## src/rtl/pc_ctrl.sv

```systemverilog
// Registered program-counter unit: resolves JALR/JAL/branch/sequential targets,
// redirects traps and misaligned targets, and predicts returns with a small circular RAS.
module pc_ctrl #(
  parameter int              XLEN         = 32,
  parameter logic [XLEN-1:0] RESET_VECTOR = 32'h0000_0000,
  parameter logic [XLEN-1:0] TRAP_VECTOR  = 32'h0000_0100,
  parameter int              ALIGN_BITS   = 2,
  parameter int              RAS_DEPTH    = 4
) (
  input  logic            clk,
  input  logic            rst,
  input  logic            step,
  input  logic            stall,
  input  logic [1:0]      pc_src,
  input  logic [XLEN-1:0] rs1,
  input  logic [XLEN-1:0] imm,
  input  logic [XLEN-1:0] alu_result,
  input  logic            trap_req,
  input  logic            trap_ret,
  input  logic            link_push,
  input  logic            link_pop,
  output logic [XLEN-1:0] pc,
  output logic [XLEN-1:0] pc_plus4,
  output logic [XLEN-1:0] epc,
  output logic            trap,
  output logic            misaligned,
  output logic [XLEN-1:0] bad_target,
  output logic [XLEN-1:0] ras_top,
  output logic            ras_valid,
  output logic            ras_miss
);

  localparam int PTR_W = $clog2(RAS_DEPTH);
  localparam int CNT_W = $clog2(RAS_DEPTH + 1);
  localparam logic [XLEN-1:0] JALR_MASK = {{(XLEN-1){1'b1}}, 1'b0};

  typedef enum logic [1:0] {
    SRC_JALR = 2'b00,
    SRC_JAL  = 2'b01,
    SRC_BR   = 2'b10,
    SRC_SEQ  = 2'b11
  } src_e;

  logic [XLEN-1:0]  pc_q, pc_d, epc_q, epc_d, bad_q, bad_d;
  logic             trap_q, trap_d, mis_q, mis_d, miss_q, miss_d;
  logic [PTR_W-1:0] top_q, top_d;
  logic [CNT_W-1:0] cnt_q, cnt_d;
  logic [XLEN-1:0]  ras_q [RAS_DEPTH];

  logic             ras_we;
  logic [PTR_W-1:0] ras_wptr;
  logic [XLEN-1:0]  seq_tgt, jalr_tgt, rel_tgt, target;
  logic             taken, chk, mis_tgt, upd, ras_nonempty;

  assign seq_tgt      = pc_q + XLEN'(4);
  assign jalr_tgt     = (rs1 + imm) & JALR_MASK;
  assign rel_tgt      = pc_q + imm;
  assign taken        = (alu_result == XLEN'(1));
  assign upd          = step & ~stall;
  assign ras_nonempty = (cnt_q != '0);

  always_comb begin
    target = seq_tgt;
    chk    = 1'b0;
    unique case (src_e'(pc_src))
      SRC_JALR: begin target = jalr_tgt; chk = 1'b1; end
      SRC_JAL:  begin target = rel_tgt;  chk = 1'b1; end
      SRC_BR: begin
        if (taken) begin
          target = rel_tgt;
          chk    = 1'b1;
        end
      end
      SRC_SEQ:  target = seq_tgt;
    endcase
  end

  // Only control-transfer targets that are actually taken are alignment-checked
  assign mis_tgt = chk && (target[ALIGN_BITS-1:0] != '0);

  always_comb begin
    pc_d     = pc_q;
    epc_d    = epc_q;
    bad_d    = bad_q;
    trap_d   = 1'b0;
    mis_d    = 1'b0;
    miss_d   = 1'b0;
    top_d    = top_q;
    cnt_d    = cnt_q;
    ras_we   = 1'b0;
    ras_wptr = top_q;
    if (upd) begin
      if (trap_req) begin
        epc_d  = pc_q;
        pc_d   = TRAP_VECTOR;
        trap_d = 1'b1;
      end else if (mis_tgt) begin
        epc_d  = pc_q;
        bad_d  = target;
        pc_d   = TRAP_VECTOR;
        trap_d = 1'b1;
        mis_d  = 1'b1;
      end else if (trap_ret) begin
        pc_d = epc_q;
      end else begin
        pc_d = target;
        if (link_push && link_pop) begin
          // Coroutine swap: replace top in place, prediction still checked against old top
          ras_we = 1'b1;
          miss_d = ras_nonempty && (ras_q[top_q] != jalr_tgt);
        end else if (link_push) begin
          ras_we   = 1'b1;
          ras_wptr = top_q + PTR_W'(1);
          top_d    = top_q + PTR_W'(1);
          if (cnt_q != CNT_W'(RAS_DEPTH)) cnt_d = cnt_q + CNT_W'(1);
        end else if (link_pop && ras_nonempty) begin
          miss_d = (ras_q[top_q] != jalr_tgt);
          top_d  = top_q - PTR_W'(1);
          cnt_d  = cnt_q - CNT_W'(1);
        end
      end
    end
  end

  always_ff @(posedge clk) begin
    if (rst) begin
      pc_q   <= RESET_VECTOR;
      epc_q  <= '0;
      bad_q  <= '0;
      trap_q <= 1'b0;
      mis_q  <= 1'b0;
      miss_q <= 1'b0;
      top_q  <= '0;
      cnt_q  <= '0;
    end else begin
      pc_q   <= pc_d;
      epc_q  <= epc_d;
      bad_q  <= bad_d;
      trap_q <= trap_d;
      mis_q  <= mis_d;
      miss_q <= miss_d;
      top_q  <= top_d;
      cnt_q  <= cnt_d;
    end
  end

  // RAS storage is never cleared; the count alone decides which entries are live
  always_ff @(posedge clk) begin
    if (ras_we && !rst) ras_q[ras_wptr] <= seq_tgt;
  end

  assign pc         = pc_q;
  assign pc_plus4   = seq_tgt;
  assign epc        = epc_q;
  assign trap       = trap_q;
  assign misaligned = mis_q;
  assign bad_target = bad_q;
  assign ras_top    = ras_nonempty ? ras_q[top_q] : '0;
  assign ras_valid  = ras_nonempty;
  assign ras_miss   = miss_q;

endmodule

```

## config.mk

```make
export PLATFORM = sky130hd
export DESIGN_NAME = pc_ctrl
export DESIGN_NICKNAME = d
export VERILOG_FILES = /design/src/rtl/pc_ctrl.sv
export SDC_FILE = /design/constraint.sdc
export NUM_CORES = 1
export LEC_CHECK = 0
export CAP_MARGIN = 15
export CORE_ASPECT_RATIO = 0.5
export CORE_MARGIN = 4
export CORE_UTILIZATION = 24
export DETAILED_ROUTE_END_ITERATION = 10
export HOLD_SLACK_MARGIN = 0.15
export PLACE_DENSITY_LB_ADDON = 0.3
export SLEW_MARGIN = 20
export SYNTH_ARGS = -nofsm -noshare
export SYNTH_HDL_FRONTEND = slang
export SYNTH_SLANG_ARGS = --single-unit
```

## constraint.sdc

```tcl
create_clock -name clk -period 6.7 [get_ports clk]
set_input_delay 1.34 -clock clk [delete_from_list [all_inputs] [get_ports clk]]
set_output_delay 1.34 -clock clk [all_outputs]
set_load 0.02 [all_outputs]
```

==> results.txt, run 1 <==
GRT Resource Usage Total: 0.165
Area after DPL: 17600 um^2
Initial Util: 0.243
Clock slew at reported path FFs: 0.06 ns
Status: finished, final reports clean
Area of the multi-input gates: 7610 um^2
Unrepaired setup endpoints after global routing: false
Fillcell total: 5936
GRT overflow: 0
Rel. slew slack: 0.256
CTS sink count: 234
Core area: 57500 um^2
Mux contribution to synthesized area: 0.0642
Pwr per Cell Area: 189 nW/um^2
Crit path required time: 5.36 ns
Routed length per instance: 21.8 um
Largest delay share family, worst path: simple AND/OR/NAND/NOR gates
Most common cell in the synthesized netlist: nand2_1
Crit path DAT: 4.01 ns
Max Root-Sink Buffers: 3
Nets: 1878
Insertion delay to the later sink of the worst-skew pair: 0.52 ns
Mapped Cells: 1453
Number of port buffers: 269
Synth top cells by count: nand2_1 (189), a21oi_1 (129), edfxtp_1 (128), nor2_1 (108), dfxtp_1 (106)
FF+latch count, synth: 234
Layout cells sized above 1: 0.0703
DR vias/cell: 5.03
Die area: 62300 um^2
Worst vdd ir: 0.000135 V
Design area: 18400 um^2
Mapped Nets: 1626
Slew Limit Fails: 0
Max incr delay on CP: 0.73 ns
Element type at the critical path end: output port
Root Buffer: clkbuf_16
Synth-to-layout area growth: 31.5%
CP startpoint kind: flip-flop
Asr flop ratio synth: 0
CTS buffer count: 24
Post-route clock skew: 0.0112 ns
Main area contributors after synthesis: edfxtp_1 (28%), dfxtp_1 (15%), ha_1 (5.7%)
Critical-path cell list: ha_1 > nand3_1 > nor2_1 > nand4_1 > nor2_1 > xor2_1 > clkdlybuf4s50_1
Worst path bufs/invs: 1
Util after Layout: 0.319
Drt drc: 0
Synth top area share: 0.275
Crit-path most repeated cell: nor2_1
CP Class: flip-flop to output port
Synth cell types: 77
Synth warnings: 0
Antenna Nets Post-Route: 0
Post-synth EDFFs: 128
Register area share after synthesis: 0.427
Rows: 62
Largest net degree at the start of global routing: 48
First-pass GRT wire length: 77300 um
HP Class: flip-flop to flip-flop
CTS tree: yes
Top FF cell, synth: edfxtp_1
Cts-stage hold buffer count: 0
Synthesized area: 14000 um^2
DP HPWL: 42900 um
Period minus WS final: 5.35 ns
Post-Synth Adder-Cell Area: 0.0617
DR iter-0 viols: 1299
GP Congestion: 0.933
Worst Path Max Fanout: 10
Post-synth top area cell: edfxtp_1
Setup Total Neg Slack: 0 ns
Total wire length: 54300 um
Largest family of logic cells by synthesized area: simple AND/OR/NAND/NOR gates
Post-Synth XOR/XNOR Area: 0.0778
Final worst path period share: 0.799
Fin. Hold Viols: 0
IO Pins: 270
Initial antenna violation count: 2
Detailed Routing Iterations Pass 1: 5
Avg Inst Size Synth: 9.61 um^2
Die height: 179 um
Final setup vio count: 0
Register area: 5970 um^2
Post-CTS Resized: 0
Via count: 12500
Pleak: 6.47 nW
Maximum clock frequency: 187 MHz
Vias in the first global route: 11700
Synth Area in Simple Gates: 0.175
Slowest-stage cell, CP: clkdlybuf4s50_1
Die width: 349 um
Post-CTS setup buffer count: 0
MaxCap Viol Count: 0
# H-tree levels: 1
Compound-gate portion of the synthesized area: 0.164
Actual slew at the worst max-slew pin: 1.11 ns
==> stage by stage <==
| step | hold WS, ns | total power, mW | cells | worst slack, ns |
|---|---|---|---|---|
| 2_1_floorplan | 0.466 | 1.92 | 1453 | 1.12 |
| 3_3_place_gp | 0.446 | 2.18 | 2447 | 1.16 |
| 3_5_place_dp | 0.457 | 2.18 | 2447 | 1.17 |
| 4_1_cts | 0.465 | 3.49 | 2488 | 1.40 |
| 5_1_grt | 0.493 | 3.61 | 2490 | 1.20 |
| 6_report | 0.463 | 3.47 | 2490 | 1.35 |
==> where the power goes <==
group	internal [mW]	total [mW]	switching [mW]
Sequential	1.51	1.52	0.0140
Combinational	0.250	0.636	0.385
Clock	0.783	1.31	0.529
Total	2.54	3.47	0.929
==> worst paths after layout <==
path                   from              to  slack, ns  cells past startpoint
max                   pc[2]    pc_plus4[26]       1.35                      7
min          bad_target[31]  bad_target[31]       0.46                      2
min reg2reg  bad_target[31]  bad_target[31]       0.46                      2
max reg2reg       flip-flop        ras_miss       2.10                     10
==> metal layers <==
metal,share of wire,vias to the layer above,GRT usage
met5,0,-,0
li1,-,5860,-
met2,0.48,373,0.279
met1,0.44,6216,0.224
met4,0.025,0,0.0421
met3,0.056,67,0.0228
==> flip-flops by register name (all words and copies together), names as in the netlist, 2 cells and up, named ones only <==
register and flops:
bad_target 32, epc 32, ras_q 128, pc 32, cnt_q 3, top_q 2
==> tightest hold or removal path: stages, from the launching register on <==
cell	delay [ns]
dfxtp_1	0.31
nand2_1	0.06
a21oi_1	0.05
==> cells by family (layout without fill, tap and decap cells) <==
| family | after synthesis | in the layout |
|---|---|---|
| AND/OR/NAND/NOR | 510 | 510 |
| AO/OA/AOI/OAI | 367 | 367 |
| flip-flops | 234 | 234 |
| XOR/XNOR | 120 | 120 |
| buffers and inverters | 104 | 371 |
| adder cells (fa/ha/maj) | 67 | 67 |
| multiplexers | 51 | 51 |
| other | 0 | 2 |
==> layout make-up <==
| type | instances | area share |
|---|---|---|
| timing repair buffer | 303 | 0.160 |
| clock inverter | 4 | 0.00245 |
| clock buffer | 37 | 0.0398 |
| tap | 768 | 0.0523 |
| sequential | 234 | 0.325 |
| inverter | 27 | 0.00552 |
| antenna | 2 | 0.000273 |
| multi-input combinational | 1115 | 0.414 |
==> cell usage in the layout (no fill, tap or decap), types with 8 or more instances in the layout <==
cell type and n:
buf_4 34, o221ai_1 8, a211oi_1 15, nor2_1 103, edfxtp_1 128, o211ai_1 9
xnor2_1 68, dfxtp_1 105, and3_1 21, a21o_1 20, nand4_1 17, clkbuf_16 25
mux2i_1 16, a32oi_1 10, a31oi_1 17, nor4_1 9, nand3b_1 10, mux4_2 29
and2_1 39, nand3_1 36, o21bai_1 9, nor3_1 24, a21oi_1 129, a22oi_1 12
ha_1 64, nand2b_1 15, inv_1 27, o21a_1 9, nand2_1 188, clkdlybuf4s50_1 268
o22ai_1 8, o21ai_0 71, nor2b_1 10, xor2_1 49
Power figures use the tool's default switching activity.
==> run 2: changes to the inputs <==
Clock period 6.7 ns to 5.2 ns, I/O delays scaled along.
==> run 2 against run 1 <==
Compared with the run above:
- worst hold slack got worse by 0.0078 ns
- sequential cell count unchanged
- combinational power increased by 31%
- total power grew 31%
- largest power group unchanged
- utilization up 0.53 points
- sequential share of layout area down 0.53 points
- via count is 0.65% higher
- register-to-register slack worse by 1.0 ns
- critical endpoint unchanged
- sequential power is 29% higher
- critical path type unchanged
==> results.txt, run 2 (same netlist as run 1, synthesis figures left out) <==
Crit-path most repeated cell: nor2_1 (unchanged)
Die height: 179 um (unchanged)
Antenna Nets Post-Route: 0 (unchanged)
CTS sink count: 234 (unchanged)
Worst Path Max Fanout: 10 (unchanged)
Routed length per instance: 22.0 um (was 21.8 um)
Insertion delay to the later sink of the worst-skew pair: 0.55 ns (was 0.52 ns)
Pleak: 6.63 nW (was 6.47 nW)
Largest delay share family, worst path: buffers and inverters (was simple AND/OR/NAND/NOR gates)
CTS buffer count: 25 (was 24)
DP HPWL: 43700 um (was 42900 um)
Switching Share: 0.276 (was 0.267)
Initial antenna violation count: 4 (was 2)
Die width: 349 um (unchanged)
Die area: 62300 um^2 (unchanged)
Comb power frac: 0.184 (was 0.183)
Vias in the first global route: 11900 (was 11700)
Core area: 57500 um^2 (unchanged)
Clock slew at reported path FFs: 0.06 ns (about the same)
Via count: 12600 (was 12500)
CP startpoint kind: flip-flop (unchanged)
Psw: 1.26 mW (was 0.929 mW)
Most frequent cells in the layout: clkdlybuf4s50_1 (268), nand2_1 (189), a21oi_1 (129) (was clkdlybuf4s50_1 (268), nand2_1 (188), a21oi_1 (129))
Root Buffer: clkbuf_16 (unchanged)
Actual slew at the worst max-slew pin: 0.886 ns (was 1.11 ns)
Rows: 62 (unchanged)
GRT overflow: 0 (unchanged)
Final setup vio count: 0 (unchanged)
CTS tree: yes (unchanged)
Largest register FFs: 128 (unchanged)
DP Cell Count: 2475 (was 2447)
Crit path required time: 4.16 ns (was 5.36 ns)
Drt drc: 0 (unchanged)
Number of port buffers: 269 (unchanged)
Post-CTS setup buffer count: 0 (unchanged)
MaxCap Viol Count: 0 (unchanged)
Critical-path cell list: ha_1 > nand3_1 > nor2_1 > buf_4 > nand4_1 > nor2_1 > xor2_1 > clkdlybuf4s50_1 (was ha_1 > nand3_1 > nor2_1 > nand4_1 > nor2_1 > xor2_1 > clkdlybuf4s50_1)
Cts-stage hold buffer count: 0 (unchanged)
Initial Util: 0.243 (unchanged)
Crit path DAT: 3.70 ns (was 4.01 ns)
Status: finished, final reports clean (unchanged)
Final worst path period share: 0.911
Fin. Hold Viols: 0 (unchanged)
Post-CTS Resized: 0 (unchanged)
Largest net degree at the start of global routing: 45 (was 48)
Worst path bufs/invs: 2 (was 1)
GRT Resource Usage Total: 0.170 (was 0.165)
Hold slack: 0.455 ns (was 0.463 ns)
Max incr delay on CP: 0.71 ns (was 0.73 ns)
Period minus WS final: 4.74 ns
Synth-to-layout area growth: 33.7% (was 31.5%)
Commonest non-fill, non-tap cell in the layout: clkdlybuf4s50_1 (unchanged)
P_int: 3.30 mW (was 2.54 mW)
Clock share of power: 0.385 (was 0.378)
Nets: 1907 (was 1878)
Total wire length: 55400 um (was 54300 um)
Unrepaired setup endpoints after global routing: false (unchanged)
Max Root-Sink Buffers: 3 (unchanged)
# H-tree levels: 1 (unchanged)
Pwr per Cell Area: 244 nW/um^2 (was 189 nW/um^2)
DR vias/cell: 4.99 (was 5.03)
First-pass GRT wire length: 79300 um (was 77300 um)
Setup Total Neg Slack: 0 ns (unchanged)
Sequential Power Share: 0.431 (was 0.439)
Element type at the critical path end: output port (unchanged)
CP Class: flip-flop to output port (unchanged)
Final instance count without filler cells: 2522 (was 2490)
Worst vdd ir: 0.000175 V (was 0.000135 V)
Slowest-stage cell, CP: clkdlybuf4s50_1 (unchanged)
Layout cells sized above 1: 0.0868 (was 0.0703)
HP Class: flip-flop to flip-flop (unchanged)
GP Congestion: 0.937 (was 0.933)
Slew Limit Fails: 0 (unchanged)
Rel. slew slack: 0.410 (was 0.256)
Detailed Routing Iterations Pass 1: 5 (unchanged)
Top reg by flops: ras_q (unchanged)
Maximum clock frequency: 211 MHz
IO Pins: 270 (unchanged)
Post-route clock skew: 0.0225 ns (was 0.0112 ns)
DR iter-0 viols: 1376 (was 1299)
-- run 2: layout make-up --
type                            instances  area, um^2
Clock inverter                         13         125
Inverter                               27         101
Timing Repair Buffer                  331        3230
Sequential cell                       234        5970
Antenna cell                            2        5.00
Fill cell                            5853       38800
Tap cell                              768         961
Multi-Input combinational cell       1115        7610
Clock buffer                           32         672
-- run 2: worst paths after layout --
check,startpoint,end,slack [ns],depth (start not counted)
setup / recovery,pc[2],pc_plus4[26],0.46,8
hold / removal,bad_target[20],bad_target[20],0.45,2
setup reg to reg,flip-flop,ras_miss,1.06,10
hold reg to reg,bad_target[20],bad_target[20],0.45,2
-- run 2: metal layers --
layer / routed length, um / track usage
met4: 1800 / 0.0500
met2: 25600 / 0.278
met5: 13 / 0
met1: 24000 / 0.228
met3: 4020 / 0.0359
-- run 2: per-stage QoR --
step	instance area, um^2	util	power, mW	worst slack (ns)
2_1_floorplan	14000	-	2.48	-0.0849
3_3_place_gp	17900	0.311	2.82	-0.0535
3_5_place_dp	17900	0.311	2.82	-0.0656
4_1_cts	18700	0.325	4.57	0.425
5_1_grt	18700	0.325	4.72	0.171
6_report	18700	0.325	4.55	0.461
-- run 2: power by group through the flow --
| stage | Clock [mW] | Combinational [mW] | Sequential [mW] |
|---|---|---|---|
| finish | 1.75 | 0.836 | 1.96 |
| global route | 1.86 | 0.894 | 1.96 |
| CTS | 1.79 | 0.821 | 1.96 |
| detailed placement | 0 | 0.816 | 2.00 |
| global placement | 0 | 0.823 | 2.00 |
| floorplan | 0 | 0.471 | 2.01 |
-- run 2: worst min-delay path, delay by kind of cell, from the launching register on --
kind / cells / cell delay [ns]
AOI/OAI and AO/OA: 1 / 0.05
DFF: 1 / 0.31
and+or+nand+nor: 1 / 0.05
==> run 3: changes to the inputs <==
Settings changed: PLACE_DENSITY_LB_ADDON 0.3 to default.
==> run 3 against run 2 <==
Compared with the run above:
- setup slack got worse by 0.20 ns
- via count decreased by 0.15%
- wire length is 1.9% lower
==> results.txt, run 3 (same netlist as run 1, synthesis figures left out) <==
Crit path DAT: 3.90 ns (was 3.70 ns)
GRT Resource Usage Total: 0.166 (was 0.170)
Antenna Nets Post-Route: 0 (unchanged)
Worst vdd ir: 0.000201 V (was 0.000175 V)
CP Class: flip-flop to output port (unchanged)
Design area: 18600 um^2 (was 18700 um^2)
Largest register FFs: 128 (unchanged)
Period minus WS final: 4.94 ns (was 4.74 ns)
CP startpoint kind: flip-flop (unchanged)
Max Root-Sink Buffers: 3 (unchanged)
Final worst path period share: 0.950 (was 0.911)
Most frequent cells in the layout: clkdlybuf4s50_1 (268), nand2_1 (189), a21oi_1 (129) (unchanged)
Vias in the first global route: 12100 (was 11900)
Post-CTS Resized: 0 (unchanged)
Die height: 179 um (unchanged)
Rows: 62 (unchanged)
Largest net degree at the start of global routing: 48 (was 45)
Slew Limit Fails: 0 (unchanged)
CTS tree: yes (unchanged)
Synth-to-layout area growth: 33.4% (was 33.7%)
Maximum clock frequency: 202 MHz (was 211 MHz)
DR iter-0 viols: 1453 (was 1376)
Element type at the critical path end: output port (unchanged)
Initial Util: 0.243 (unchanged)
Post-route clock skew: 0.0172 ns (was 0.0225 ns)
Die width: 349 um (unchanged)
Initial antenna violation count: 3 (was 4)
Number of port buffers: 269 (unchanged)
Drt drc: 0 (unchanged)
Fin. Hold Viols: 0 (unchanged)
Util after Layout: 0.324 (was 0.325)
Die area: 62300 um^2 (unchanged)
HP Class: flip-flop to flip-flop (unchanged)
Nets: 1902 (was 1907)
Fillcell total: 5822 (was 5853)
Via count: 12600 (about the same)
Area after DPL: 17800 um^2 (was 17900 um^2)
Layout cells sized above 1: 0.0819 (was 0.0868)
Unrepaired setup endpoints after global routing: false (unchanged)
GRT overflow: 0 (unchanged)
Setup Total Neg Slack: 0 ns (unchanged)
# H-tree levels: 1 (unchanged)
Worst Path Max Fanout: 8 (was 10)
Core area: 57500 um^2 (unchanged)
Area of the multi-input gates: 7610 um^2 (about the same)
Detailed Routing Iterations Pass 1: 6 (was 5)
Pwr per Cell Area: 243 nW/um^2 (was 244 nW/um^2)
Clock slew at reported path FFs: 0.06 ns (about the same)
DR vias/cell: 5.00 (was 4.99)
Total wire length: 54400 um (was 55400 um)
DP HPWL: 42900 um (was 43700 um)
Status: finished, final reports clean (unchanged)
Hold slack: 0.460 ns (was 0.455 ns)
First-pass GRT wire length: 78400 um (was 79300 um)
Root Buffer: clkbuf_16 (unchanged)
GP Congestion: 0.936 (was 0.937)
Top reg by flops: ras_q (unchanged)
Rel. slew slack: 0.403 (was 0.410)
CTS buffer count: 26 (was 25)
Tot Pwr: 4.53 mW (was 4.55 mW)
Actual slew at the worst max-slew pin: 0.892 ns (was 0.886 ns)
Post-CTS setup buffer count: 0 (unchanged)
IO Pins: 270 (unchanged)
Insertion delay to the later sink of the worst-skew pair: 0.54 ns (was 0.55 ns)
Commonest non-fill, non-tap cell in the layout: clkdlybuf4s50_1 (unchanged)
Crit path required time: 4.16 ns (about the same)
CTS sink count: 234 (unchanged)
Register area: 5970 um^2 (unchanged)
Routed length per instance: 21.6 um (was 22.0 um)
Final setup vio count: 0 (unchanged)
Pleak: 6.60 nW (was 6.63 nW)
Cts-stage hold buffer count: 0 (unchanged)
MaxCap Viol Count: 0 (unchanged)
[run 3: changes by cell type in the layout (fill, tap and decap cells not counted), sizes merged]
cell      before  now
clkinvlp       1    0
clkbuf        32   36
clkinv         8    7
buf           63   57
inv           29   30
bufinv         2    0
[run 3: final timing paths]
check	startpoint	end	slack, ns	depth (start not counted)
worst max register to register	flip-flop	ras_miss	0.89	10
worst max-delay path	pc[4]	pc_plus4[29]	0.26	7
worst min register to register	bad_target[17]	bad_target[17]	0.46	2
worst min-delay path	bad_target[17]	bad_target[17]	0.46	2
[run 3: area by class of cell]
| class | count | area share |
|---|---|---|
| Multi-Input combinational cell | 1115 | 0.409 |
| Sequential cell | 234 | 0.320 |
| Timing Repair Buffer | 325 | 0.171 |
| Tap cell | 768 | 0.0516 |
| Clock buffer | 36 | 0.0397 |
| Inverter | 27 | 0.00544 |
| Clock inverter | 10 | 0.00322 |
| Antenna cell | 2 | 0.000269 |
[run 3: power by group]
part	leakage, nW	total, mW	switching [mW]	internal [mW]
clock network	0.395	1.73	0.737	0.993
logic	4.19	0.835	0.501	0.334
registers	2.01	1.96	0.0156	1.95
[run 3: worst max-delay path: stages (launching register included)]
cell	delay [ns]
dfxtp_1	0.57
and3_1	0.27
nand2_1	0.08
nor3_1	0.40
and3_1	0.43
nand4_1	0.16
xnor2_1	0.71
clkdlybuf4s50_1	0.76
[run 3: routing by layer]
metal / GRT usage / wire length (um) / vias up
met3: 0.0196 / 2580 / 60
met4: 0.0429 / 1390 / 0
li1: - / - / 5914
met1: 0.222 / 23800 / 6235
met2: 0.288 / 26600 / 369
met5: 0 / 0 / -
[run 3: per-stage QoR]
step | setup WS (ns) | instances
CTS | 0.271 | 2515
finish | 0.260 | 2517
global route | 0.0835 | 2517
detailed placement | 0.0783 | 2469
global placement | 0.0937 | 2469
floorplan | -0.0849 | 1453
